===== src/rtl/fetch_pkg.sv =====
// Shared types and constants for the instruction fetch front end.
package fetch_pkg;

    typedef enum logic [1:0] {
        ST_RESET  = 2'd0,
        ST_RUN    = 2'd1,
        ST_FLUSH  = 2'd2,
        ST_HALTED = 2'd3
    } fetch_state_e;

    localparam logic [15:0] HALT_OPCODE = 16'hFFFF;

    // Occupancy counter must represent 0..depth inclusive.
    function automatic int cnt_w(input int depth);
        return $clog2(depth) + 1;
    endfunction

endpackage


===== src/rtl/fetch_buffer.sv =====
// Prefetch FIFO: synchronous clear, push, pop, head word, occupancy count.
module fetch_buffer
    import fetch_pkg::*;
#(
    parameter int WIDTH = 16,
    parameter int DEPTH = 2
) (
    input  logic                      clk,
    input  logic                      rst_n,
    input  logic                      clear,
    input  logic                      push,
    input  logic [WIDTH-1:0]          din,
    input  logic                      pop,
    output logic [WIDTH-1:0]          head,
    output logic [cnt_w(DEPTH)-1:0]   count,
    output logic                      full,
    output logic                      empty
);
    localparam int PW = $clog2(DEPTH);
    localparam int CW = cnt_w(DEPTH);

    logic [DEPTH-1:0][WIDTH-1:0] mem;
    logic [PW-1:0]               wr_ptr;
    logic [PW-1:0]               rd_ptr;

    assign head  = mem[rd_ptr];
    assign full  = (count == CW'(DEPTH));
    assign empty = (count == '0);

    // Pointers are log2(DEPTH) wide, so they wrap for free.
    always_ff @(posedge clk or negedge rst_n) begin
        if (!rst_n) begin
            mem    <= '0;
            wr_ptr <= '0;
            rd_ptr <= '0;
            count  <= '0;
        end else if (clear) begin
            wr_ptr <= '0;
            rd_ptr <= '0;
            count  <= '0;
        end else begin
            if (push) begin
                mem[wr_ptr] <= din;
                wr_ptr      <= wr_ptr + 1'b1;
            end
            if (pop)
                rd_ptr <= rd_ptr + 1'b1;
            case ({push, pop})
                2'b10:   count <= count + 1'b1;
                2'b01:   count <= count - 1'b1;
                default: count <= count;
            endcase
        end
    end

endmodule


===== src/rtl/fetch_unit.sv =====
// Instruction fetch front end: PC-driven issue, prefetch buffer, flush redirect.
// Optional HALT support is compiled in with `define FETCH_HALT_EN.
module fetch_unit
    import fetch_pkg::*;
#(
    parameter int ADDR_WIDTH  = 12,
    parameter int INSTR_WIDTH = 16,
    parameter int BUF_DEPTH   = 2
) (
    input  logic                   clk,
    input  logic                   rstN,
    input  logic [ADDR_WIDTH-1:0]  pcIn,
    output logic                   pcIncEn,
    output logic                   pcWrEn,
    output logic [ADDR_WIDTH-1:0]  pcWrData,
    output logic                   memRdEn,
    output logic [ADDR_WIDTH-1:0]  memAddr,
    input  logic [INSTR_WIDTH-1:0] memData,
    output logic [INSTR_WIDTH-1:0] instrOut,
    output logic                   instrValid,
    input  logic                   instrReady,
    input  logic                   flush,
    input  logic [ADDR_WIDTH-1:0]  flushAddr
);
    localparam int CW = cnt_w(BUF_DEPTH);

    fetch_state_e  state;
    logic          in_flight;
    logic [CW-1:0] count;
    logic          buf_full;
    logic          buf_empty;
    logic          flush_act;
    logic          pop;
    logic          push;
    logic          issue;
    logic          halt_hit;
    logic [CW:0]   occ;
    logic [CW:0]   lim;

    assign flush_act  = flush && (state != ST_RESET);
    assign instrValid = !buf_empty && !flush_act;
    assign pop        = instrValid && instrReady;

    // A returning read is dropped on flush or once halted.
    assign push = in_flight && !flush_act && (state != ST_HALTED) && (!buf_full || pop);

    // count + inFlight - pop < BUF_DEPTH, rearranged to stay unsigned.
    assign occ   = {1'b0, count} + (CW+1)'(in_flight);
    assign lim   = (CW+1)'(BUF_DEPTH) + (CW+1)'(pop);
    assign issue = ((state == ST_RUN) || (state == ST_FLUSH)) && !flush_act && (occ < lim);

    assign memRdEn  = issue;
    assign memAddr  = pcIn;
    assign pcIncEn  = issue;
    assign pcWrEn   = flush_act;
    assign pcWrData = flush_act ? flushAddr : '0;

`ifdef FETCH_HALT_EN
    assign halt_hit = push && (memData == HALT_OPCODE);
`else
    assign halt_hit = 1'b0;
`endif

    always_ff @(posedge clk or negedge rstN) begin
        if (!rstN) begin
            state     <= ST_RESET;
            in_flight <= 1'b0;
        end else begin
            in_flight <= issue;
            if (flush_act) begin
                state <= ST_FLUSH;
            end else begin
                case (state)
                    ST_RESET:  state <= ST_RUN;
                    ST_RUN:    state <= halt_hit ? ST_HALTED : ST_RUN;
                    ST_FLUSH:  state <= halt_hit ? ST_HALTED : ST_RUN;
                    ST_HALTED: state <= ST_HALTED;
                    default:   state <= ST_RESET;
                endcase
            end
        end
    end

    fetch_buffer #(
        .WIDTH (INSTR_WIDTH),
        .DEPTH (BUF_DEPTH)
    ) u_buf (
        .clk   (clk),
        .rst_n (rstN),
        .clear (flush_act),
        .push  (push),
        .din   (memData),
        .pop   (pop),
        .head  (instrOut),
        .count (count),
        .full  (buf_full),
        .empty (buf_empty)
    );

endmodule


===== config.mk =====
export PLATFORM = sky130hd
export DESIGN_NAME = fetch_unit
export DESIGN_NICKNAME = d
export VERILOG_FILES = /design/src/rtl/fetch_pkg.sv /design/src/rtl/fetch_buffer.sv /design/src/rtl/fetch_unit.sv
export SDC_FILE = /design/constraint.sdc
export NUM_CORES = 1
export LEC_CHECK = 0
export BUFFER_PORTS_ARGS = -buffer_cell sky130_fd_sc_hd__buf_4
export CORE_MARGIN = 2
export CORE_UTILIZATION = 47
export DETAILED_ROUTE_END_ITERATION = 8
export MAX_ROUTING_LAYER = met4
export PLACE_DENSITY = 0.89
export SLEW_MARGIN = 5
export SYNTH_ARGS = -nofsm -noshare
export SYNTH_HDL_FRONTEND = slang
export SYNTH_SLANG_ARGS = --single-unit

===== constraint.sdc =====
create_clock -name clk -period 2.3 [get_ports clk]
set_input_delay 0.23 -clock clk [delete_from_list [all_inputs] [get_ports clk]]
set_output_delay 0.23 -clock clk [all_outputs]
set_load 0.1 [all_outputs]

==> Yosys cells after proc, flatten, opt, wreduce, memory -nomap -nowiden <==
Cells that the tools add are included.
{ "totals": {"ff_bits": 39, "output_inout_bits": 44} }
{ "op_classes": {"addsub": 6, "n_lt_le_gt_ge": 4, "n_eq_ne": 7, "muxes": 14, "bitwise": 1, "reduce_logical": 22} }
{ "ops": {"columns": ["operator", "count"], "rows": [
  ["16-bit two-way mux", 3],
  ["32-bit bitwise mux", 1],
  ["16-bit demux with 1-bit select", 1],
  ["12-bit two-way mux", 1],
  ["1-bit logical AND", 9],
  ["2-bit == test (second input constant)", 4],
  ["2-bit one-hot mux with 2 select lines", 2],
  ["2-bit nonzero test", 3],
  ["2-bit by 1-bit == test with 1-bit output (second input constant)", 2],
  ["2-bit logical NOT", 2],
  ["1-bit by 2-bit < comparator with 1-bit output (second input constant)", 2],
  ["1-bit two-way mux", 4],
  ["2-bit two-way mux", 2],
  ["2-bit by 1-bit adder with 3-bit output", 1],
  ["2-bit by 1-bit adder with 3-bit output (first input constant)", 1],
  ["1-bit logical NOT", 3],
  ["3-bit < comparator", 1],
  ["3-bit nonzero test", 1],
  ["3-bit OR reduction", 1],
  ["1-bit adder (second input constant)", 2],
  ["2-bit by 1-bit adder with 2-bit output (second input constant)", 1],
  ["1-bit logical OR", 2],
  ["2-bit != test (second input constant)", 1],
  ["2-bit AND reduction", 1],
  ["3 further kinds", 3]
]} }

==> Depth between registers and ports, before layout <==
Gate-level depths: netlist of run 1.
{ "depth": {"word_depth": 10, "ltp_mapped": 8, "ltp_nobuf": 6} }

==> By module <==
A second synthesis of run 1 with hierarchy kept.
{ "hier_totals": {"hier_cells": 152, "area_unflattened_um2": 2059.5} }
{ "modules_own_cells": {"columns": ["mod", "n_inst", "cells_each", "area_each_um2", "seq_area_each_um2"], "rows": [
  ["fetch_buffer", 1, 105, 1657.8, 900.9],
  ["fetch_unit", 1, 47, 401.6, 75.1]
]} }

==> Least setup slack after synthesis of run 1 <==
No wires, ideal clock.
{ "synth_path": {"path_kind": "reg-to-output", "from": "register state[0]", "to": "output port instrValid", "t_arrival_ns": 2.807, "t_required_ns": 2.070, "slack_ns": -0.737, "stages_incl_launch_ff": 7, "path_cell_list": "dfrtp_1 -> inv_1 -> ha_1 -> nor2b_4 -> buf_6 -> clkbuf_1 -> nor2_1"} }
{ "synth_via": {"elab_chain_len": 4} }
{ "synth_rtl": {"columns": ["element", "line", "source"], "rows": [
  ["from (decl)", "fetch_unit.sv:27", "fetch_state_e state;"],
  ["from (signal assigned)", "fetch_unit.sv:75", "ST_RUN: state <= halt_hit ? ST_HALTED : ST_RUN;"],
  ["from (signal assigned)", "fetch_unit.sv:76", "ST_FLUSH: state <= halt_hit ? ST_HALTED : ST_RUN;"],
  ["2-bit nonzero test", "fetch_unit.sv:40", "assign flush_act = flush && (state != ST_RESET);"],
  ["1-bit logical AND", "fetch_unit.sv:40", null],
  ["via pcWrEn", "fetch_unit.sv:14", "output logic pcWrEn,"],
  ["1-bit logical NOT", "fetch_unit.sv:41", "assign instrValid = !buf_empty && !flush_act;"],
  ["1-bit logical AND", "fetch_unit.sv:41", null],
  ["to (decl)", "fetch_unit.sv:20", "output logic instrValid,"]
]} }
The timed path passes the listed nets, and every way through them passes these cells.

==> Final worst setup path of run 1 <==
{ "layout_path": {"from": "register u_buf.count[0]", "to": "output port pcIncEn"} }
{ "layout_via": {"elab_chain_len": 7, "elab_cells_between_ends": 8, "cone_classes": "2 x add/sub; 1 x order compare; 5 x reduce/logical"} }
{ "layout_rtl": {"columns": ["element", "line", "source"], "rows": [
  ["from (decl)", "fetch_buffer.sv:15", "output logic [cnt_w(DEPTH)-1:0] count,"],
  ["from (signal assigned)", "fetch_buffer.sv:49", "2'b10: count <= count + 1'b1;"],
  ["from (signal assigned)", "fetch_buffer.sv:50", "2'b01: count <= count - 1'b1;"],
  ["from (signal assigned)", "fetch_buffer.sv:51", "default: count <= count;"],
  ["2-bit logical NOT", "fetch_buffer.sv:28", "assign empty = (count == '0);"],
  ["1-bit logical NOT", "fetch_unit.sv:41", null],
  ["1-bit logical AND", "fetch_unit.sv:41", null],
  ["1-bit logical AND", "fetch_unit.sv:42", "assign pop = instrValid && instrReady;"],
  ["2-bit by 1-bit adder with 3-bit output", "fetch_unit.sv:49", "assign lim = (CW+1)'(BUF_DEPTH) + (CW+1)'(pop);"],
  ["3-bit < comparator *", "fetch_unit.sv:50", "assign issue = ((state == ST_RUN) || (state == ST_FLUSH)) && !flush_act && (occ < lim);"],
  ["1-bit logical AND *", "fetch_unit.sv:50", null],
  ["to (decl)", "fetch_unit.sv:13", "output logic pcIncEn,"]
]} }
Mark *: on every way between the ends. The rest lies on a longest branch, timed or not.

==> metrics.yaml, run 1 <==
sta:
  fmax_ghz: 0.4787
  fin_crit_ns: 2.089
  max-slew-margin-rel_pct: 67.73
  rsz0062_at_grt: "false"
  whs_ns: 0.1629
  finalSetupTns_ns: 0
  fin_skew_ns: 0.004120
  finalSetupViolCount: 0
  drv_slew: 0
  worstMarginPinSlew_ns: 0.4840
  finalHoldViolCount: 0
  fin_crit_sh_pct: 90.83
run:
  maxCapViolCount: 0
clock_network:
  tritoncts.num_buffers: 5
  clk_latency_ns: 0.29
  numClockSinks: 39
  root_buffer: "clkbuf_8"
  clockBufferDepth: 2
  htree_levels: 2
  cts_resized: 0
  clkTransAtPathRegs_ns: 0.07
  cts_tree: "built"
synthesis:
  ys_warn_count: 0
  synthCells: 151
  synth-edff-count: 0
  synth_cell_types: 27
  synth.avg_cell_area_sq_um: 13.41
  async_reset_ff_share_pct: 100.0
  ys_ff_latch: 39
  synth_top_cells_by_area: "dfrtp_1, mux2_2, mux2_4"
  dominantRegCellSynth: "dfrtp_1"
  yosys.area.top_type_share_pct: 48.21
  synth_top_area_cell: "dfrtp_1"
  yosysSeqAreaShare_pct: 48.21
  synth.cell_area_sq_mm: 0.002024
  synthesis.nets: 199
setup_path:
  crit_top_cell: "ha_1"
  slowest_delay_ns: 0.46
  worst-path-max-fanout: 8
  path_buf_inv: 1
  cp_cell_sequence: "ha_1 > ha_1 > o21ai_0 > and4b_2 > buf_4"
  critPathKind: "flop to output pin"
  critPathRequiredTime_ns: 2.07
  critPathArrivalTime_ns: 1.86
  start_kind: "flop"
  worst_setup_path_end_kind: "output pin"
  cp_top_family: "adder cells"
  crit_slowest_cell: "dfrtp_1"
drt:
  route.detailed.drc: 0
  postRouteAntennaNets: 0
  drt_pass1_iterations: 4
  vias: 1306
  wire_per_inst_um: 14.76
  avgViaCountPerCell: 5.082
  routed_wl_mm: 3.794
  drt_iter0_drc: 45
pwr:
  peakVddDrop_uv: 1301
  power.density_mw_per_mm2: 1529
  leakagePower_nw: 1.269
outcome:
  status: "complete, no violations"
grt:
  grt_pass1_wl_mm: 6.513
  grt_use_total_pct: 17.14
  grt_start_max_net_pins: 40
  grt_pass1_vias: 1486
  antenna_found_initial: 0
  overflow: 0
final_layout:
  final_layout_size_suffix_gt1_share_pct: 61.84
  stdcell_count: 257
  syn_to_final_growth_pct: 26.39
  fillers: 329
  num_antenna_cells: 0
  nets: 255
  finalInstanceArea_sq_mm: 0.002559
floorplanning:
  start_util_pct: 49.54
  die_w_um: 69.63
  die_area_sq_mm: 0.004848
  fp.coreArea_sq_mm: 0.004086
  pin_count: 88
  rows: 23
  die_y_um: 69.63
placement:
  place_congestion: 0.8133
  placed_area_sq_mm: 0.002446
  placedCellCount: 247
  numPortBuffers: 63
  dp_hpwl_mm: 2.678
min_path:
  hold_class: "primary input to flop"
worst paths after layout:
kind | startpoint | depth (start not counted) | to | slack [ns]
max in group asynchronous | rstN | 2 | u_buf.mem[18] | 1.52
min reg2reg | u_buf.mem[18] | 1 | u_buf.mem[18] | 0.49
min | memData[5] | 2 | u_buf.mem[21] | 0.16
max | u_buf.count[0] | 5 | pcIncEn | 0.21
max reg2reg | state[0] | 5 | u_buf.mem[17] | 0.27
min in group asynchronous | rstN | 2 | u_buf.mem[25] | 0.45
kinds of logic (layout without fill, tap and decap cells):
group / count (synthesis) / in the layout / share of synthesized area (%)
AOI/OAI and AO/OA: 8 / 8 / 2.472
xor gates and xnor gates: 1 / 1 / 0.4327
adders and majority gates: 4 / 4 / 2.472
buffers and inverters: 23 / 79 / 7.849
DFF: 39 / 39 / 48.21
muxes: 48 / 48 / 28.55
and+or+nand+nor: 28 / 28 / 10.01
synthesized netlist by cell type, types with 2 or more instances:
| master | instances |
|---|---|
| o21ai_0 | 3 |
| mux2_4 | 10 |
| mux2_1 | 6 |
| a21oi_1 | 2 |
| mux2_2 | 32 |
| clkbuf_1 | 2 |
| buf_6 | 3 |
| nor2b_1 | 2 |
| and2_1 | 12 |
| nand2b_1 | 4 |
| inv_1 | 3 |
| nor2_1 | 4 |
| dfrtp_1 | 39 |
| ha_1 | 4 |
| buf_4 | 13 |
cell usage in the layout, fill, tap and decap left out:
cell	netlist	layout
nor2b_1	2	2
clkinv_2	0	1
nor2_1	4	3
clkbuf_8	0	6
nor2_2	0	1
buf_4	13	68
and2_2	0	6
o211ai_1	1	1
xor2_1	1	1
nor3b_2	1	1
and2_1	12	6
dfrtp_1	39	39
nor4_4	1	1
dlygate4sd3_1	0	1
a221oi_1	1	1
ha_1	4	4
nor2b_4	1	1
mux2_1	6	6
mux2_2	32	32
or4b_1	1	1
nand2b_1	4	4
and4b_2	0	1
inv_1	3	3
a21oi_1	2	2
o21ai_0	3	3
nand3b_1	1	1
mux2_4	10	10
a311oi_1	1	1
routing by layer:
metal	GRT usage, %	vias to the layer above	part of all wire, %	routed length (um)
li1	-	617	-	-
met1	18.49	631	42	1610
met2	29.91	52	50	1894
met3	5.233	6	6.3	240
met4	5.983	0	1.3	48
met5	-	-	0	0
through the flow:
| stage | total power, mW | util (%) | setup WS [ns] |
|---|---|---|---|
| after CTS | 3.935 | 62.25 | 0.1112 |
| after global placement | 3.425 | 59.86 | 0.3407 |
| after global routing | 4.075 | 62.61 | 0.1171 |
| final | 3.912 | 62.61 | 0.2110 |
| after floorplan | 3.147 | - | -0.04143 |
| after detailed placement | 3.465 | 59.86 | 0.2725 |
what timing repair did:
item	in CTS	in global routing
endpoints found under the hold margin	39	0
setup buffers	0	2
hold buffers	1	0
endpoints found under the setup margin	0	2
where the power goes:
group / total [mW] / internal (mW) / switching [mW]
Combinational: 2.32 / 0.681 / 1.64
Clock: 0.462 / 0.235 / 0.227
Sequential: 1.13 / 0.978 / 0.154
Total: 3.91 / 1.89 / 2.02
sequential cells by signal (all words and copies together), names as in the netlist:
register,count
u_buf.wr_ptr,1
state,2
u_buf.mem,32
u_buf.count,2
in_flight,1
u_buf.rd_ptr,1
final cells by class:
type                    count  area, sq um  share of cell area (%)
repair buffers             69        520.5                   20.34
multi-input cells          89        900.9                   35.21
clock inverters             1        5.005                  0.1956
well taps                  50        62.56                   2.445
clock buffers               6        82.58                   3.227
flip-flops and latches     39        975.9                   38.14
inverters                   3        11.26                  0.4401
Note: power is estimated with default switching activity, not from simulation.
==> run 2: changes to the inputs <==
SYNTH_HIERARCHICAL = 1   (was unset)
==> run 2 against run 1 <==
  * Worst setup slack lost 0.17 ns
  * Non-clock buffer count up 3
  * Hold slack improved by 0.017 ns
  * Die area up 1.6%
  * Critical path depth shrank 1
  * First-iteration DRC count is 24% higher
  * Synthesized cell count is 0.66% higher
  * Sequential cell count stayed put
  * Critical endpoint is now memRdEn
  * Highest routed layer unchanged
==> metrics.yaml, run 2 <==
final_layout:
  fillers: 362  # was 329
  regMostFlops: "u_buf/mem"  # was u_buf.mem
  final_common_cell: "buf_4"  # unchanged
  finalInstanceArea_sq_mm: 0.002644  # was 0.002559 sq mm
  top_regs: "u_buf/mem (32), state (2), u_buf/count (2)"  # was u_buf.mem (32), state (2), u_buf.count (2)
  nets: 259  # was 255
  syn_to_final_growth_pct: 28.37  # was 26.39%
  final_cell_mix: "buf_4, dfrtp_1, mux2_2, mux2_4, clkbuf_8"  # was buf_4, dfrtp_1, mux2_2, mux2_4
  num_antenna_cells: 0  # unchanged
  largest_register_ffs: 32  # unchanged
  final_layout_size_suffix_gt1_share_pct: 65.57  # was 61.84%
synthesis:
  ys_ff_latch: 39  # unchanged
  synth_common_cells: "dfrtp_1, mux2_2, buf_4"  # unchanged
  synth_top_area_cell: "dfrtp_1"  # unchanged
  synth.most_common_cell: "dfrtp_1"  # unchanged
  synth.cell_area_sq_mm: 0.002059  # was 0.002024 sq mm
  synthCells: 152  # was 151
  synth-edff-count: 0  # unchanged
  yosysSeqAreaShare_pct: 47.39  # was 48.21%
  dominantRegCellSynth: "dfrtp_1"  # unchanged
  ys_warn_count: 6  # was 0
  yosys.area.top_type_share_pct: 47.39  # was 48.21%
  synth.avg_cell_area_sq_um: 13.55  # was 13.41 sq um
  synthesis.nets: 200  # was 199
  synth_top_cells_by_area: "dfrtp_1, mux2_2, mux2_4"  # unchanged
  synth_cell_types: 25  # was 27
  async_reset_ff_share_pct: 100.0  # unchanged
clock_network:
  clockBufferDepth: 2  # unchanged
  htree_levels: 2  # unchanged
  clk_latency_ns: 0.29  # about the same
  tritoncts.num_buffers: 5  # unchanged
  clkTransAtPathRegs_ns: 0.07  # about the same
  cts_tree: "built"  # unchanged
  numClockSinks: 39  # unchanged
  root_buffer: "clkbuf_8"  # unchanged
sta:
  worstMarginPinSlew_ns: 0.4856  # was 0.4840 ns
  finalSetupViolCount: 0  # unchanged
  fin_crit_sh_pct: 98.21  # was 90.83%
  fin_skew_ns: 0.005542  # was 0.004120 ns
  drv_slew: 0  # unchanged
  fmax_ghz: 0.4427  # was 0.4787 GHz
  fin_crit_ns: 2.259  # was 2.089 ns
  rsz0062_at_grt: "true"  # was false
  max-slew-margin-rel_pct: 67.63  # was 67.73%
  finalHoldViolCount: 0  # unchanged
  setup_slack_ns: 0.04117  # was 0.2110 ns
drt:
  drt_pass1_iterations: 4  # unchanged
  avgViaCountPerCell: 4.955  # was 5.082
  route.detailed.drc: 0  # unchanged
  wire_per_inst_um: 14.17  # was 14.76 um
  postRouteAntennaNets: 0  # unchanged
  drt_iter0_drc: 56  # was 45
  vias: 1308  # was 1306
  routed_wl_mm: 3.742  # was 3.794 mm
grt:
  overflow: 0  # unchanged
  grt_pass1_vias: 1388  # was 1486
  grt_start_max_net_pins: 40  # unchanged
  antenna_found_initial: 0  # unchanged
  grt_pass1_wl_mm: 6.265  # was 6.513 mm
  grt_use_total_pct: 17.02  # was 17.14%
floorplanning:
  die_area_sq_mm: 0.004927  # was 0.004848 sq mm
  die_w_um: 70.20  # was 69.63 um
  start_util_pct: 47.96  # was 49.54%
  die_y_um: 70.20  # was 69.63 um
  rows: 24  # was 23
  pin_count: 88  # unchanged
  fp.coreArea_sq_mm: 0.004294  # was 0.004086 sq mm
setup_path:
  cp_cell_sequence: "ha_1 > or3b_4 > a2111oi_4 > buf_6"  # was ha_1 > ha_1 > o21ai_0 > and4b_2 > buf_4
  worst-path-max-fanout: 3  # was 8
  crit_start: "u_buf/count[0]"  # was u_buf.count[0]
  crit_slowest_cell: "dfrtp_1"  # unchanged
  critPathArrivalTime_ns: 2.03  # was 1.86 ns
  worst_setup_path_end_kind: "output pin"  # unchanged
  worstReg2RegStart: "u_buf/count[0]"  # was state[0]
  start_kind: "flop"  # unchanged
  slowest_delay_ns: 0.40  # was 0.46 ns
  critPathKind: "flop to output pin"  # unchanged
  critPathRequiredTime_ns: 2.07  # about the same
placement:
  placed_area_sq_mm: 0.002499  # was 0.002446 sq mm
  numPortBuffers: 63  # unchanged
  pre_cts_slack_ns: 0.1369  # was 0.2725 ns
  dp_hpwl_mm: 2.730  # was 2.678 mm
  place_congestion: 0.7198  # was 0.8133
min_path:
  min_from: "memData[2]"  # was memData[5]
  hold_class: "primary input to flop"  # unchanged
outcome:
  status: "complete, no violations"  # unchanged
run:
  maxCapViolCount: 0  # unchanged
run 2: what timing repair did:
item,CTS,global route
resized for setup,2,1
hold buffers,1,0
setup endpoints to repair,2,34
setup buffers,2,1
pin swaps,1,1
hold endpoints to repair,39,0
run 2: layer usage:
metal	track usage (%)	up-vias	wire length, um
li1	-	621	-
met1	19.21	632	1483
met2	28.25	49	1966
met3	4.040	6	232
met4	8.547	0	58
met5	-	-	0
run 2: worst max-delay path: cells and delay by family, from the launching register on:
| kind | cells | cell delay (ns) |
|---|---|---|
| AND/OR/NAND/NOR | 1 | 0.39 |
| flip-flops | 1 | 0.40 |
| AO/OA/AOI/OAI | 1 | 0.39 |
| adder cells (fa/ha/maj) | 1 | 0.28 |
| buffers and inverters | 1 | 0.28 |
run 2: final cells by class:
class	count	area, sq um	share of cell area [%]
Clock buffer	8	100.1	3.786
Sequential cell	39	975.9	36.91
Multi-Input combinational cell	88	920.9	34.83
Tap cell	52	65.06	2.461
Inverter	5	18.77	0.7099
Timing Repair Buffer	72	563.0	21.30
run 2: worst paths after layout:
check / end / slack (ns) / cells after the start
max: memRdEn / 0.04 / 4
min: u_buf/mem[2] / 0.18 / 2
max reg2reg: u_buf/mem[6] / 0.19 / 7
min reg2reg: u_buf/mem[19] / 0.50 / 1
max in group asynchronous: u_buf/mem[25] / 1.51 / 2
min in group asynchronous: u_buf/mem[16] / 0.44 / 2
run 2: cell families (layout without fill, tap and decap cells):
logic type / Yosys count / in the layout / synth area share, %
muxes: 48 / 48 / 28.07
DFF: 39 / 39 / 47.39
and+or+nand+nor: 29 / 29 / 9.842
buffers and inverters: 25 / 85 / 8.506
adders and majority gates: 4 / 4 / 2.430
xor gates and xnor gates: 4 / 4 / 1.701
AOI/OAI and AO/OA: 3 / 3 / 2.066
run 2: metrics by stage:
stage,hold slack [ns],utilization (%),TNS (ns),cells
2_1_floorplan,-0.06559,-,-1.305,152
3_3_place_gp,0.2250,58.19,0,252
3_5_place_dp,0.2259,58.19,0,252
4_1_cts,0.1741,61.28,-0.06849,263
5_1_grt,0.1734,61.57,-0.04542,264
6_report,0.1802,61.57,0,264
Power of run 2 is left out: the tool's default activity adds up to more than one toggle a clock period on the data nets, which glitch-free logic cannot reach.
